File: config.mk
export PLATFORM = sky130hd
export DESIGN_NAME = multicycle_ctrl
export DESIGN_NICKNAME = d
export VERILOG_FILES = /design/src/rtl/multicycle_ctrl.sv
export SDC_FILE = /design/constraint.sdc
export NUM_CORES = 1
export LEC_CHECK = 0
export ABC_AREA = 0
export BUFFER_PORTS_ARGS = -buffer_cell sky130_fd_sc_hd__buf_2
export CAP_MARGIN = 20
export CORE_MARGIN = 2
export CORE_UTILIZATION = 38
export DETAILED_ROUTE_END_ITERATION = 6
export HOLD_SLACK_MARGIN = 0.1
export SYNTH_ARGS = -nofsm -noshare
export SYNTH_HDL_FRONTEND = slang
export SYNTH_SLANG_ARGS = --single-unit
File: constraint.sdc
create_clock -name clk_i -period 3 [get_ports clk_i]
set_input_delay 0.45 -clock clk_i [delete_from_list [all_inputs] [get_ports clk_i]]
set_output_delay 0.45 -clock clk_i [all_outputs]
set_load 0.05 [all_outputs]
File: src/rtl/multicycle_ctrl.sv
// Multi-cycle control sequencer for an RV32I subset (R-type, lw, sw, beq).
// Moore FSM driving a shared datapath and a single shared memory port.
module multicycle_ctrl #(
  parameter int TIMEOUT = 16
) (
  input  logic        clk_i,
  input  logic        rst_i,
  input  logic [6:0]  opcode_i,
  input  logic        zero_i,
  input  logic        mem_ready_i,
  output logic        pc_write_o,
  output logic        pc_src_o,
  output logic        ir_write_o,
  output logic        iord_o,
  output logic        mem_read_o,
  output logic        mem_write_o,
  output logic        alu_src_a_o,
  output logic [1:0]  alu_src_b_o,
  output logic [1:0]  alu_op_o,
  output logic        reg_write_o,
  output logic        mem_to_reg_o,
  output logic [3:0]  state_o,
  output logic [1:0]  fault_o,
  output logic [31:0] instret_o
);

  typedef enum logic [3:0] {
    S_START    = 4'd0,
    S_FETCH    = 4'd1,
    S_DECODE   = 4'd2,
    S_MEM_ADDR = 4'd3,
    S_MEM_RD   = 4'd4,
    S_MEM_WR   = 4'd5,
    S_WB_MEM   = 4'd6,
    S_EXEC_R   = 4'd7,
    S_WB_R     = 4'd8,
    S_BRANCH   = 4'd9,
    S_TRAP     = 4'd10
  } state_t;

  localparam logic [6:0] OP_R     = 7'b0110011;
  localparam logic [6:0] OP_LOAD  = 7'b0000011;
  localparam logic [6:0] OP_STORE = 7'b0100011;
  localparam logic [6:0] OP_BEQ   = 7'b1100011;

  localparam logic [1:0] FAULT_NONE    = 2'b00;
  localparam logic [1:0] FAULT_ILLEGAL = 2'b01;
  localparam logic [1:0] FAULT_TIMEOUT = 2'b10;

  localparam int CW = (TIMEOUT > 1) ? $clog2(TIMEOUT + 1) : 1;

  state_t          state_q, state_d;
  logic [1:0]      fault_q, fault_d;
  logic [31:0]     instret_q, instret_d;
  logic [CW-1:0]   tcnt_q, tcnt_d;

  logic wait_st;
  logic timeout_hit;
  logic retire;

  // Counter only runs while stalled in a memory wait state; any other cycle
  // (including the completing one) leaves it at zero for the next wait state.
  always_comb begin
    wait_st     = (state_q == S_FETCH) || (state_q == S_MEM_RD) ||
                  (state_q == S_MEM_WR);
    timeout_hit = (TIMEOUT != 0) && !mem_ready_i &&
                  (tcnt_q == CW'(TIMEOUT - 1));
    tcnt_d      = '0;
    if (wait_st && !mem_ready_i) begin
      tcnt_d = tcnt_q + CW'(1);
    end
  end

  always_comb begin
    state_d   = state_q;
    fault_d   = fault_q;
    retire    = 1'b0;
    case (state_q)
      S_START:  state_d = S_FETCH;
      S_FETCH: begin
        if (mem_ready_i) begin
          state_d = S_DECODE;
        end else if (timeout_hit) begin
          state_d = S_TRAP;
          fault_d = FAULT_TIMEOUT;
        end
      end
      S_DECODE: begin
        case (opcode_i)
          OP_R:              state_d = S_EXEC_R;
          OP_LOAD, OP_STORE: state_d = S_MEM_ADDR;
          OP_BEQ:            state_d = S_BRANCH;
          default: begin
            state_d = S_TRAP;
            fault_d = FAULT_ILLEGAL;
          end
        endcase
      end
      S_MEM_ADDR: state_d = (opcode_i == OP_LOAD) ? S_MEM_RD : S_MEM_WR;
      S_MEM_RD: begin
        if (mem_ready_i) begin
          state_d = S_WB_MEM;
        end else if (timeout_hit) begin
          state_d = S_TRAP;
          fault_d = FAULT_TIMEOUT;
        end
      end
      S_MEM_WR: begin
        if (mem_ready_i) begin
          state_d = S_FETCH;
          retire  = 1'b1;
        end else if (timeout_hit) begin
          state_d = S_TRAP;
          fault_d = FAULT_TIMEOUT;
        end
      end
      S_WB_MEM: begin
        state_d = S_FETCH;
        retire  = 1'b1;
      end
      S_EXEC_R: state_d = S_WB_R;
      S_WB_R: begin
        state_d = S_FETCH;
        retire  = 1'b1;
      end
      S_BRANCH: begin
        state_d = S_FETCH;
        retire  = 1'b1;
      end
      S_TRAP:   state_d = S_TRAP;
      default:  state_d = S_START;
    endcase
    instret_d = retire ? (instret_q + 32'd1) : instret_q;
  end

  always_ff @(posedge clk_i or posedge rst_i) begin
    if (rst_i) begin
      state_q   <= S_START;
      fault_q   <= FAULT_NONE;
      instret_q <= '0;
      tcnt_q    <= '0;
    end else begin
      state_q   <= state_d;
      fault_q   <= fault_d;
      instret_q <= instret_d;
      tcnt_q    <= tcnt_d;
    end
  end

  // Moore decode; only the FETCH strobes and the branch PC write look at inputs.
  always_comb begin
    pc_write_o   = 1'b0;
    pc_src_o     = 1'b0;
    ir_write_o   = 1'b0;
    iord_o       = 1'b0;
    mem_read_o   = 1'b0;
    mem_write_o  = 1'b0;
    alu_src_a_o  = 1'b0;
    alu_src_b_o  = 2'b00;
    alu_op_o     = 2'b00;
    reg_write_o  = 1'b0;
    mem_to_reg_o = 1'b0;
    case (state_q)
      S_FETCH: begin
        mem_read_o  = 1'b1;
        alu_src_b_o = 2'b01;
        ir_write_o  = mem_ready_i;
        pc_write_o  = mem_ready_i;
      end
      S_DECODE:   alu_src_b_o = 2'b10;
      S_MEM_ADDR: begin
        alu_src_a_o = 1'b1;
        alu_src_b_o = 2'b10;
      end
      S_MEM_RD: begin
        mem_read_o = 1'b1;
        iord_o     = 1'b1;
      end
      S_MEM_WR: begin
        mem_write_o = 1'b1;
        iord_o      = 1'b1;
      end
      S_WB_MEM: begin
        reg_write_o  = 1'b1;
        mem_to_reg_o = 1'b1;
      end
      S_EXEC_R: begin
        alu_src_a_o = 1'b1;
        alu_op_o    = 2'b10;
      end
      S_WB_R:     reg_write_o = 1'b1;
      S_BRANCH: begin
        alu_src_a_o = 1'b1;
        alu_op_o    = 2'b01;
        pc_src_o    = 1'b1;
        pc_write_o  = zero_i;
      end
      default: ;
    endcase
  end

  assign state_o   = state_q;
  assign fault_o   = fault_q;
  assign instret_o = instret_q;

endmodule

Word level (Yosys, flattened, before mapping)
Cells that the tools add are included.
{ "classes": {"n_addsub": 2, "n_eq_ne": 18, "muxes": 25, "reduce_logical": 18} }
{ "ops": {"columns": ["op", "count"], "rows": [
  ["adder 32 x 1 -> 32 bit (second input constant)", 1],
  ["case mux 4 bit (8 select lines)", 1],
  ["equality test 4 x 3 -> 1 bit (second input constant)", 4],
  ["2-to-1 mux 4 bit", 4],
  ["equality test 7 x 6 -> 1 bit (second input constant)", 2],
  ["equality test 4 bit (second input constant)", 3],
  ["case mux 2 bit (2 select lines)", 3],
  ["case mux 4 bit (3 select lines)", 1],
  ["2-to-1 mux 1 bit", 10],
  ["OR reduction 2 bit", 5],
  ["OR reduction 3 bit", 3],
  ["equality test 4 x 2 -> 1 bit (second input constant)", 2],
  ["OR reduction 4 bit", 2],
  ["equality test 7 x 2 -> 1 bit (second input constant)", 1],
  ["equality test 7 bit (second input constant)", 1],
  ["2-to-1 mux 2 bit", 3],
  ["adder 5 x 1 -> 5 bit (second input constant)", 1],
  ["equality test 5 x 4 -> 1 bit (second input constant)", 1],
  ["2-to-1 mux 5 bit", 1],
  ["equality test 4 x 1 -> 1 bit (second input constant)", 1],
  ["zero test 4 bit", 1],
  ["inequality test 2 bit (second input constant)", 2],
  ["case mux 1 bit (2 select lines)", 2],
  ["AND reduction 4 bit", 1],
  ["5 further kinds", 7]
]} }
{ "word_totals": {"reg_bits": 43, "inputBits": 11, "out_inout_bits": 51} }

Depth between registers and ports, before layout
{ "logic_depth": {"word_depth": 5, "mapped_depth": 7} }

Least setup slack after synthesis
Ideal clock, no wire load.
{ "synth_timing": {"kind": "register -> output", "startpoint": "register state_q[1], in the netlist state_o[1]", "endpoint": "output port pc_write_o", "arrival_time_ns": 3.144, "required_time_ns": 2.550, "slack_ns": -0.594, "stages_incl_launch_ff": 7, "n_path_buf": 1, "path_cell_list": "dfrtp_1 buf_2 inv_1 nand2_1 nor3_1 and2_1 a21o_1"} }
{ "synth_via": {"elab_chain_cells": 2} }
{ "synth_rtl": {"columns": ["item", "line", "rtl"], "rows": [
  ["from (decl)", "52", "state_t state_q, state_d;"],
  ["from (signal assigned)", "143", "state_q <= state_d;"],
  ["equality test 4 bit or equality test 4 x 1 -> 1 bit (tied branches)", "163", "case (state_q)"],
  ["case mux 1 bit (2 select lines) *", "163", null],
  ["to (decl)", "11", "output logic pc_write_o,"]
]} }
Mark *: on every way between the ends. The rest lies on a longest branch, timed or not.

Final worst setup path
Same ends and word-level chain as after synthesis.

==> results.sh <==
export IMPL_drc=0
export IMPL_multi_input_area_um2=1110
export IMPL_post_synth_top_area_fraction_pct=47.7
export IMPL_number_of_cts_inserted_buffers=5
export IMPL_detailedRoute_firstIterationViolations=149
export IMPL_ff_latch_area_um2=1080
export IMPL_synth_yosys_seq_area_share_pct=47.7
export IMPL_p_int_mw=1.09
export IMPL_routed_wire_length_per_instance_um=13.7
export IMPL_stdcell_count=356
export IMPL_gp_congestion=0.835
export IMPL_synth_lib_cells_used_distinct=47
export IMPL_timing_critical_path_buf_inv=2
export IMPL_drt_pass1_iter_count=4
export IMPL_post_synth_most_frequent_cells="dfrtp_1 (43), nor2_1 (22), xnor2_1 (22), nand2_1 (19), nand3_1 (12)"
export IMPL_dp_slack_ps=906
export IMPL_timing_critical_path_slowest_stage_cell="dfrtp_1"
export IMPL_global_route_peak_usage_layer="met2"
export IMPL_worst_path_max_fanout=12
export IMPL_worstPathCellList="inv_1 > nand2_1 > nor3_2 > and2_1 > a21o_1 > buf_2"
export IMPL_netSwitchingPower_mw=1.01
export IMPL_floorplan_core_area_um2=5820
export IMPL_arrival_ps=1820
export IMPL_cts_tree="built"
export IMPL_final_setup_skew_ps=10.3
export IMPL_cp_data_required_time_ps=2550
export IMPL_period_needed_ps=2270
export IMPL_timing_hold_violations_final=0
export IMPL_ant_nets=0
export IMPL_beginning_of_the_worst_register_to_register_path="state_o[2]"
export IMPL_die_width_um=81.1
export IMPL_area_growth_synth_to_final_pct=22.1
export IMPL_share_seq_of_total_power_pct=38.0
export IMPL_ctsResizeCount=0
export IMPL_synth_area_per_cell_um2=10.4
export IMPL_timing_critical_path_from_type="flop"
export IMPL_maximum_level_of_the_cts_h_tree=2
export IMPL_grt_pass1_wl_um=8220
export IMPL_via_count=1840
export IMPL_synthMostInstantiatedCell="dfrtp_1"
export IMPL_die_area_um2=6570
export IMPL_irDropWorstVdd_mv=0.366
export IMPL_yosysWarningCount=0
export IMPL_postLayoutSetupSlackWorst_ps=732
export IMPL_start_util_pct=38.8
export IMPL_rows=28
export IMPL_met1_layer_usage_reported_by_global_route_pct=22.9
export IMPL_placement_io_buffers=61
export IMPL_syn_nets=232
export IMPL_synth_area_leaders="dfrtp_1 (48%), xnor2_1 (8.5%), xor2_1 (4.3%), nor2_1 (3.7%), nand2_1 (3.2%)"
export IMPL_slowest_delay_ps=520
export IMPL_vias_per_cell=5.17
export IMPL_syn_area_um2=2260
export IMPL_power_density_nw_per_um2=761
export IMPL_p_leak_nw=1.40
export IMPL_timing_critical_path_from="state_o[1]"
export IMPL_final_setup_tns_ps=0
export IMPL_postLayoutCoreUtil_pct=47.4
export IMPL_clkLatencyLatePin_ps=300
export IMPL_switching_share_pct=48.1
export IMPL_final_min_period_over_clock_period_pct=75.6
export IMPL_globalRouteOverflowTotal=0
export IMPL_routed_wirelength_um=4880
export IMPL_relSlewSlack_pct=59.6
export IMPL_groute_layer_met3_usage_pct=4.56
export IMPL_grt_start_max_net_pins=29
export IMPL_fmax_mhz=441
export IMPL_place_inst=346
export IMPL_fillers=579
export IMPL_maxCapViolations=0
export IMPL_finalMaxSlewViolations=0
export IMPL_share_clk_of_total_power_pct=19.4
export IMPL_finish_net_count=294
export IMPL_synth_seq_cells=43
export IMPL_io_pins=62
export IMPL_postSynthCellCount=218
export IMPL_worst_pin_slew_ps=607
export IMPL_timing_setup_critical_path_class="flop to output pin"
export IMPL_grt_met2_usage_pct=23.9
export IMPL_grt_pass1_vias=1727
export IMPL_setup_violations_final=0
export IMPL_hpwl_um=3570
export IMPL_kind_of_cell_with_the_highest_combined_delay_on_the_critical_path="flip-flops"
export IMPL_cts_clk_slew_worst_paths_ps=80
export IMPL_hold_path_class="flop to flop"
export IMPL_drive_above_1_share_pct=31.0
export IMPL_chipHeight_um=81.1
export IMPL_synth_async_reset_ratio_pct=100
export IMPL_hold_path_startpoint="instret_o[31]"
export IMPL_ctsLongestPathBuffers=2
export IMPL_globalRouteTotalUtil_pct=16.2
export IMPL_synth_edff_count=0
export IMPL_reg2reg_slack_ps=890
export IMPL_synth_top_area_cell="dfrtp_1"
export IMPL_rsz0062_at_grt="no"
export IMPL_worst_setup_path_end_kind="output pin"
export IMPL_cts_num_sinks=43
export IMPL_synth_ff_type="dfrtp_1"
export IMPL_initial_antenna_violation_count=0
export IMPL_insertedDiodeCount=0
export IMPL_share_comb_of_total_power_pct=42.6
export IMPL_clock_tree_root="clkbuf_8"
export IMPL_run_status="completed"
through the flow:
| step | power, mW | hold slack (ps) | cell area [um2] |
|---|---|---|---|
| finish | 2.10 | 461 | 2760 |
| global route | 2.21 | 477 | 2760 |
| CTS | 2.11 | 275 | 2730 |
| detailed placement | 1.69 | 454 | 2620 |
| global placement | 1.69 | 451 | 2620 |
| floorplan | 1.52 | 433 | 2270 |
cell families (layout without fill, tap and decap cells):
group	after synthesis	after routing	share of synthesized area, %
compound gates	14	14	5.10
xor+xnor	33	33	12.8
fa+ha+maj	4	4	2.11
buf+inv	17	80	3.88
flops	43	43	47.7
mux	1	1	0.499
simple gates	106	106	27.9
sequential cells by signal (all words and copies together) (netlist names):
name       count
fault_o        2
instret_o     32
tcnt_q         5
state_o        4
what timing repair did:
item,CTS,global route
endpoints found under the setup margin,0,0
buffers inserted,0,0
endpoints found under the hold margin,0,2
hold buffers,0,1
power by group through the flow:
stage          sequential, mW  clock [mW]  combinational (mW)
2_1_floorplan           0.893           0               0.628
3_3_place_gp            0.799           0               0.887
3_5_place_dp            0.801           0               0.892
4_1_cts                 0.793       0.419               0.894
5_1_grt                 0.814       0.443               0.949
6_report                0.796       0.407               0.893
worst paths after layout:
kind                            endpoint  cells past startpoint
max in group asynchronous     state_o[3]                      5
min in group asynchronous     fault_o[1]                      3
max reg2reg                instret_o[30]                      5
min reg2reg                instret_o[31]                      1
max                           pc_write_o                      6
min                        instret_o[31]                      1
placed cells by master, fill, tap and decap left out, types with 2 or more instances in the layout:
master,instances
buf_2,61
dfrtp_1,43
nor2_1,22
xnor2_1,22
nand2_1,19
nand3_1,12
xor2_1,11
inv_1,7
nor3_1,7
clkbuf_8,7
nand4_1,6
and3_1,5
nand2b_1,5
nor4_1,4
and2_1,4
nor3b_2,3
nor4_2,3
ha_1,3
or4_1,2
and4_1,2
a211oi_1,2
o32ai_1,2
a21o_1,2
nand4_2,2
metal layers:
metal,part of all wire (%),up-vias
met5,0,-
li1,-,886
met2,46,52
met3,4.7,11
met4,1.8,0
met1,47,891
final cells by class:
| type | count | area share, % |
|---|---|---|
| multi-input cells | 158 | 40.2 |
| flip-flops and latches | 43 | 39.1 |
| repair buffers | 64 | 12.4 |
| clock buffers | 7 | 3.50 |
| well taps | 75 | 3.41 |
| inverters | 8 | 1.09 |
| clock inverters | 1 | 0.272 |
Note: power is estimated with default switching activity, not from simulation.
